===== config.mk =====
export PLATFORM = sky130hd
export DESIGN_NAME = id_ex_pipe_reg
export DESIGN_NICKNAME = d
export VERILOG_FILES = /design/src/rtl/id_ex_pipe_reg.sv
export SDC_FILE = /design/constraint.sdc
export NUM_CORES = 1
export LEC_CHECK = 0
export CAP_MARGIN = 25
export CORE_AREA = 5 5 140 142
export CTS_BUF_LIST = sky130_fd_sc_hd__clkbuf_2
export DETAILED_ROUTE_END_ITERATION = 8
export DIE_AREA = 0 0 145 147
export PLACE_DENSITY = 0.7
export SKIP_CTS_REPAIR_TIMING = 1
export SLEW_MARGIN = 20
export SYNTH_ARGS = -nofsm -noshare
export SYNTH_HDL_FRONTEND = slang
export SYNTH_SLANG_ARGS = --single-unit

===== constraint.sdc =====
create_clock -name CLK -period 2.35 [get_ports CLK]
set_input_delay 0.47 -clock CLK [delete_from_list [all_inputs] [get_ports CLK]]
set_output_delay 0.47 -clock CLK [all_outputs]
set_load 0.05 [all_outputs]

===== src/rtl/id_ex_pipe_reg.sv =====
// ID/EX pipeline register with load-use bubble insertion and flush-to-bubble conversion.
// Optional bubble counters are compiled in with `define ID_EX_PERF_CNT_EN.
module id_ex_pipe_reg #(
  parameter int XLEN   = 32,
  parameter int CTRL_W = 22
) (
  input  logic              CLK,
  input  logic              RST,
  input  logic              id_valid,
  input  logic [6:0]        id_opcode,
  input  logic [CTRL_W-1:0] id_ctrl,
  input  logic [XLEN-1:0]   id_pc,
  input  logic [XLEN-1:0]   id_rs1_data,
  input  logic [XLEN-1:0]   id_rs2_data,
  input  logic [XLEN-1:0]   id_imm,
  input  logic [4:0]        id_rs1,
  input  logic [4:0]        id_rs2,
  input  logic [4:0]        id_rd,
  input  logic [2:0]        id_funct3,
  input  logic [6:0]        id_funct7,
  input  logic              mem_stall,
  input  logic              ex_flush,
  output logic              ex_valid,
  output logic [CTRL_W-1:0] ex_ctrl,
  output logic [XLEN-1:0]   ex_pc,
  output logic [XLEN-1:0]   ex_rs1_data,
  output logic [XLEN-1:0]   ex_rs2_data,
  output logic [XLEN-1:0]   ex_imm,
  output logic [4:0]        ex_rs1,
  output logic [4:0]        ex_rs2,
  output logic [4:0]        ex_rd,
  output logic [2:0]        ex_funct3,
  output logic [6:0]        ex_funct7,
  output logic              hazard_stall,
  output logic              flush_eff
`ifdef ID_EX_PERF_CNT_EN
  ,
  output logic [31:0]       perf_lu_bubbles,
  output logic [31:0]       perf_fl_bubbles
`endif
);

  // MemRead is the fourth field from the MSB of the packed control bundle
  localparam int MEMREAD_BIT = CTRL_W - 4;

  localparam logic [6:0] OP_LUI    = 7'b0110111;
  localparam logic [6:0] OP_AUIPC  = 7'b0010111;
  localparam logic [6:0] OP_JAL    = 7'b1101111;
  localparam logic [6:0] OP_R      = 7'b0110011;
  localparam logic [6:0] OP_STORE  = 7'b0100011;
  localparam logic [6:0] OP_BRANCH = 7'b1100011;

  logic kill_pending;
  logic uses_rs1;
  logic uses_rs2;
  logic load_use;
  logic bubble;

  always_comb begin
    uses_rs1     = !((id_opcode == OP_LUI) || (id_opcode == OP_AUIPC) || (id_opcode == OP_JAL));
    uses_rs2     = (id_opcode == OP_R) || (id_opcode == OP_STORE) || (id_opcode == OP_BRANCH);
    load_use     = ex_valid && ex_ctrl[MEMREAD_BIT] && (ex_rd != 5'd0) && id_valid &&
                   ((uses_rs1 && (id_rs1 == ex_rd)) || (uses_rs2 && (id_rs2 == ex_rd)));
    flush_eff    = ex_flush | kill_pending;
    hazard_stall = load_use & ~flush_eff;
    bubble       = flush_eff | load_use;
  end

  always_ff @(posedge CLK) begin
    if (RST) begin
      kill_pending <= 1'b0;
      ex_valid     <= 1'b0;
      ex_ctrl      <= '0;
      ex_pc        <= '0;
      ex_rs1_data  <= '0;
      ex_rs2_data  <= '0;
      ex_imm       <= '0;
      ex_rs1       <= '0;
      ex_rs2       <= '0;
      ex_rd        <= '0;
      ex_funct3    <= '0;
      ex_funct7    <= '0;
    end else if (mem_stall) begin
      // a flush seen while stalled must survive until the register can move
      if (ex_flush) kill_pending <= 1'b1;
    end else begin
      kill_pending <= 1'b0;
      if (bubble) begin
        ex_valid    <= 1'b0;
        ex_ctrl     <= '0;
        ex_pc       <= '0;
        ex_rs1_data <= '0;
        ex_rs2_data <= '0;
        ex_imm      <= '0;
        ex_rs1      <= '0;
        ex_rs2      <= '0;
        ex_rd       <= '0;
        ex_funct3   <= '0;
        ex_funct7   <= '0;
      end else begin
        ex_valid    <= id_valid;
        // decoder may emit X for illegal opcodes; never let it reach write enables
        ex_ctrl     <= id_valid ? id_ctrl : '0;
        ex_pc       <= id_pc;
        ex_rs1_data <= id_rs1_data;
        ex_rs2_data <= id_rs2_data;
        ex_imm      <= id_imm;
        ex_rs1      <= id_rs1;
        ex_rs2      <= id_rs2;
        ex_rd       <= id_rd;
        ex_funct3   <= id_funct3;
        ex_funct7   <= id_funct7;
      end
    end
  end

`ifdef ID_EX_PERF_CNT_EN
  always_ff @(posedge CLK) begin
    if (RST) begin
      perf_lu_bubbles <= '0;
      perf_fl_bubbles <= '0;
    end else if (!mem_stall) begin
      if (flush_eff)     perf_fl_bubbles <= perf_fl_bubbles + 32'd1;
      else if (load_use) perf_lu_bubbles <= perf_lu_bubbles + 32'd1;
    end
  end
`endif

endmodule

-- After elaboration in Yosys (flattened, before gate mapping)
Index checks and enable logic that the tools add are counted.
- bits of input ports: 187
- register bits after elaboration: 177
- word-level logic and storage cells: 51
- output and inout port bits: 178
- mux-type cells: 12
- eq/ne operators: 8
- reductions and logical operators: 14
- bitwise gates (word level): 5
- operators by type and width (cell ; count):
    $mux 32 ; 4
    $mux 22 ; 2
    $eq 7x6->1 const B ; 3
    $mux 5 ; 3
    $eq 7x7->1 const B ; 2
    $eq 5x5->1 ; 2
    $eq 7x5->1 const B ; 1
    $mux 7 ; 1
    $logic_and 1x1->1 ; 6
    $logic_or 1x1->1 ; 5
    $reduce_bool 5->1 ; 1
    $mux 3 ; 1
    $not 1->1 ; 2
    $or 1x1->1 ; 2
    $reduce_or 2->1 ; 1
    $and 1x1->1 ; 1
    $logic_not 1->1 ; 1
    $mux 1 ; 1

-- Depth between registers and ports, before layout
- word-level depth: 9
- depth in mapped cells: 7
- mapped depth without buffers: 5

-- Least setup slack after synthesis
No wires, ideal clock.
- kind: register to output
- start point: register ex_rd[4]
- end point: output port hazard_stall
- buffers on the path: 0
- path slack: -396 ps
- data required time: 1880 ps
- arrival: 2276 ps
- stages on the path, launching flop included: 5
- cells stage by stage: dfxtp_1 -> xnor2_1 -> nand3_1 -> or4_1 -> a21oi_1
- longest elaborated chain between the ends: 5
- elaborated cells between the ends (all ways): 10
- those cells by class: 2 x eq/ne; 1 x bitwise; 7 x reduce/logical
- RTL lines (what ; RTL line ; RTL):
    start, declared ; 31 ; output logic [4:0] ex_rd,
    start signal, assigned ; 110 ; ex_rd <= id_rd;
    $eq 5x5->1 or $reduce_bool 5->1 (tied branches) ; 63, 62 ;
    $logic_and 1x1->1 (on tied branches) ; 63, 62 ;
    $logic_or 1x1->1 or $logic_and 1x1->1 (tied branches) ; 63, 62 ;
    $logic_and 1x1->1 * ; 62 ; load_use = ex_valid && ex_ctrl[MEMREAD_BIT] && (ex_rd != 5'd0) && id_valid &&
    $and 1x1->1 * ; 65 ; hazard_stall = load_use & ~flush_eff;
    end, declared ; 34 ; output logic hazard_stall,
Every way passes the cells marked *; elsewhere a longest branch is shown, timed or not.

-- Worst setup path after layout
- start point: register ex_rd[0]
- end point: output port hazard_stall
Same word-level chain as after synthesis.

==> results.toml <==
[synth]
synth_cell_type_count = 26
ys_async_sr_fraction_pct = 0
yosysWarnings = 0
synth_ff_type = "dfxtp_1"
ys_seq_elements = 177
synth_edf_count = 0
syn_area_um2 = 5530
synth_area_per_cell_um2 = 12.9
synth-seq-area-share_pct = 64.1
synth_fp_nets = 617
netlist_instances = 430

[die]
rows = 50
start_util_pct = 30.2
die_h_um = 147
core-area_um2 = 18300
die_w_um = 145
io_pins = 365
die-area_um2 = 21300

[power_and_ir_drop]
combPwrFrac_pct = 20.7
max-vdd-ir-drop_uv = 323
pwr-share-seq_pct = 51.0
clockPowerShare_pct = 28.3
power.density_nw_per_um2 = 566
total_power_mw = 6.24
swShare_pct = 29.4
intPower_mw = 4.40
p_sw_mw = 1.83
leakagePower_nw = 7.16

[setup_path]
crit_arrival_ps = 2360
cp_max_fo = 4
crit_required_ps = 1880
crit_chain = "buf_6, xnor2_4, nand3_2, or4_4, a21oi_4, buf_12"
slowest_stage = "or4_4"
worstSetupPathType = "flip-flop to output pin"
critPathCaptureType = "output pin"
cpPeakStageDelay_ps = 540
startpoint_type = "flip-flop"

[timing]
min_period_over_period_pct = 120
layout_setup_ws_ps = -477
period_needed_ps = 2830
max_freq_ghz = 0.354
worstMarginPinSlew_ps = 577
max_slew_margin_pct = 61.5
grt_setup_unrepaired = "yes"
hold_viol_final = 0
finalSetupViolCount = 35
skew_ps = 44.5
drv_slew = 0

[place]
dp_slack_ps = -451
dpl.hpwl_um = 14300
gp_congestion = 0.785
dp.cells = 1032
port_buffers = 364

[global_routing]
grt_max_degree = 95
overflow = 0
antenna_found_initial = 2
track_usage_pct = 17.2
met1_usage_pct = 19.7
busiest_layer = "met2"
grt_pass1_wl_um = 29500
use_met2_pct = 28.9
grt_pass1_vias = 5384
grt_use_met3_pct = 7.31

[detailed_routing]
drc_errors = 0
drt-total-wl_um = 20300
first_iter_violations = 197
avgViaCountPerCell = 4.87
wire_per_inst_um = 18.7
final_antenna_net_count = 0
drtPass1Iterations = 4
num_vias = 5284

[clocking]
cts_sinks = 177
cts_max_level = 4
cts_root_buf = "clkbuf_2"
cts_tree = "built"
clock_latency_ps = 720
clk_pin_slew_ps = 290
cts.path.max_buffers = 2
cts_made_buffers = 17

[hold_path]
hold_class = "primary input to flip-flop"

[layout]
layout-drive-gt1-share_pct = 14.7
fin_cells = 1086
fill_cells = 1493
nets = 1025
area_growth_pct = 99.1

[job]
drv_cap = 0

[outcome]
violations = "negative setup slack"
status = "complete, but fails checks"
layout make-up:
type                    instances  area, um^2  share of cell area, %
repair buffers                427        4930                   44.7
clock inverters                12         175                   1.59
diodes                          1        2.50                 0.0227
well taps                     234         293                   2.66
flip-flops and latches        177        3550                   32.2
multi-input cells             215        1960                   17.8
clock buffers                  20         100                  0.909
synth_stat cells, drive strengths merged, types with 2 or more instances:
library cell / count / area, um^2
dfxtp: 177 / 3540
clkbuf: 19 / 71.3
nand3: 3 / 15.0
nor2b: 2 / 12.5
nor2: 2 / 7.51
xnor2: 10 / 87.6
nand2: 3 / 11.3
nor4: 3 / 18.8
and3: 2 / 12.5
buf: 19 / 96.3
a22o: 175 / 1530
and2: 2 / 12.5
or4: 3 / 22.5
placed cells by master, fill, tap and decap left out, types with 3 or more instances in the layout:
| cell type | Yosys | routed |
|---|---|---|
| clkbuf_16 | 0 | 9 |
| clkinv_4 | 0 | 4 |
| inv_8 | 0 | 3 |
| buf_6 | 0 | 10 |
| or4_4 | 0 | 3 |
| buf_12 | 0 | 12 |
| dfxtp_2 | 0 | 5 |
| dfxtp_1 | 177 | 172 |
| clkdlybuf4s50_1 | 0 | 186 |
| dlymetal6s2s_1 | 0 | 175 |
| a22o_1 | 175 | 175 |
| clkbuf_2 | 0 | 21 |
| buf_8 | 0 | 5 |
| bufinv_16 | 0 | 3 |
| buf_4 | 1 | 29 |
| xnor2_2 | 0 | 6 |
flip-flops by register name, summed over array words and instances (netlist names):
name	count
ex_rs1	5
ex_rd	5
ex_rs2_data	32
ex_valid	1
ex_imm	32
ex_funct7	7
kill_pending	1
ex_pc	32
ex_rs1_data	32
ex_rs2	5
ex_ctrl	22
ex_funct3	3
power groups by stage:
| stage | Sequential (mW) | Combinational [mW] | Clock, mW |
|---|---|---|---|
| 6_report | 3.18 | 1.29 | 1.76 |
| 5_1_grt | 3.20 | 1.35 | 1.95 |
| 4_1_cts | 3.18 | 1.23 | 1.83 |
| 3_5_place_dp | 3.23 | 1.22 | 0 |
| 3_3_place_gp | 3.23 | 1.21 | 0 |
| 2_1_floorplan | 3.61 | 0.201 | 0 |
worst max-delay path: cells and delay by family, from the launching register on:
kind / cells / cell delay [ps]
buffers and inverters: 2 / 280
XOR/XNOR: 1 / 160
AND/OR/NAND/NOR: 2 / 650
flip-flops: 1 / 390
AO/OA/AOI/OAI: 1 / 180
path summary, 6_finish.rpt:
path,startpoint,endpoint,slack (ps),cells after the start
worst min-delay path,id_funct7[2],ex_funct7[2],310,2
worst max-delay path,ex_rd[0],hazard_stall,-480,6
worst min register to register,ex_rs1_data[16],ex_rs1_data[16],500,1
worst max register to register,ex_rd[3],ex_imm[8],-60,10
cells by family after synthesis:
family	after synthesis	synth area share (%)
simple gates	26	3.10
flops	177	64.1
xor+xnor	10	1.58
compound gates	179	28.2
buf+inv	38	3.03
per-layer routing:
layer / up-vias / share of wire, %
li1: 2485 / -
met1: 2533 / 40
met2: 235 / 50
met3: 29 / 8.0
met4: 2 / 2.2
met5: - / 0.098
stage by stage:
| step | instance area [um^2] | utilization, % | hold WS, ps | TNS, ps |
|---|---|---|---|---|
| 5_1_grt | 11000 | 60.1 | 186 | -9930 |
| 3_3_place_gp | 9760 | 53.2 | 455 | -48740 |
| 6_report | 11000 | 60.1 | 315 | -1370 |
| 3_5_place_dp | 9770 | 53.3 | 453 | -51970 |
| 2_1_floorplan | 5550 | - | 596 | 0 |
| 4_1_cts | 10000 | 54.8 | 216 | -25950 |
Power figures use the tool's default switching activity.
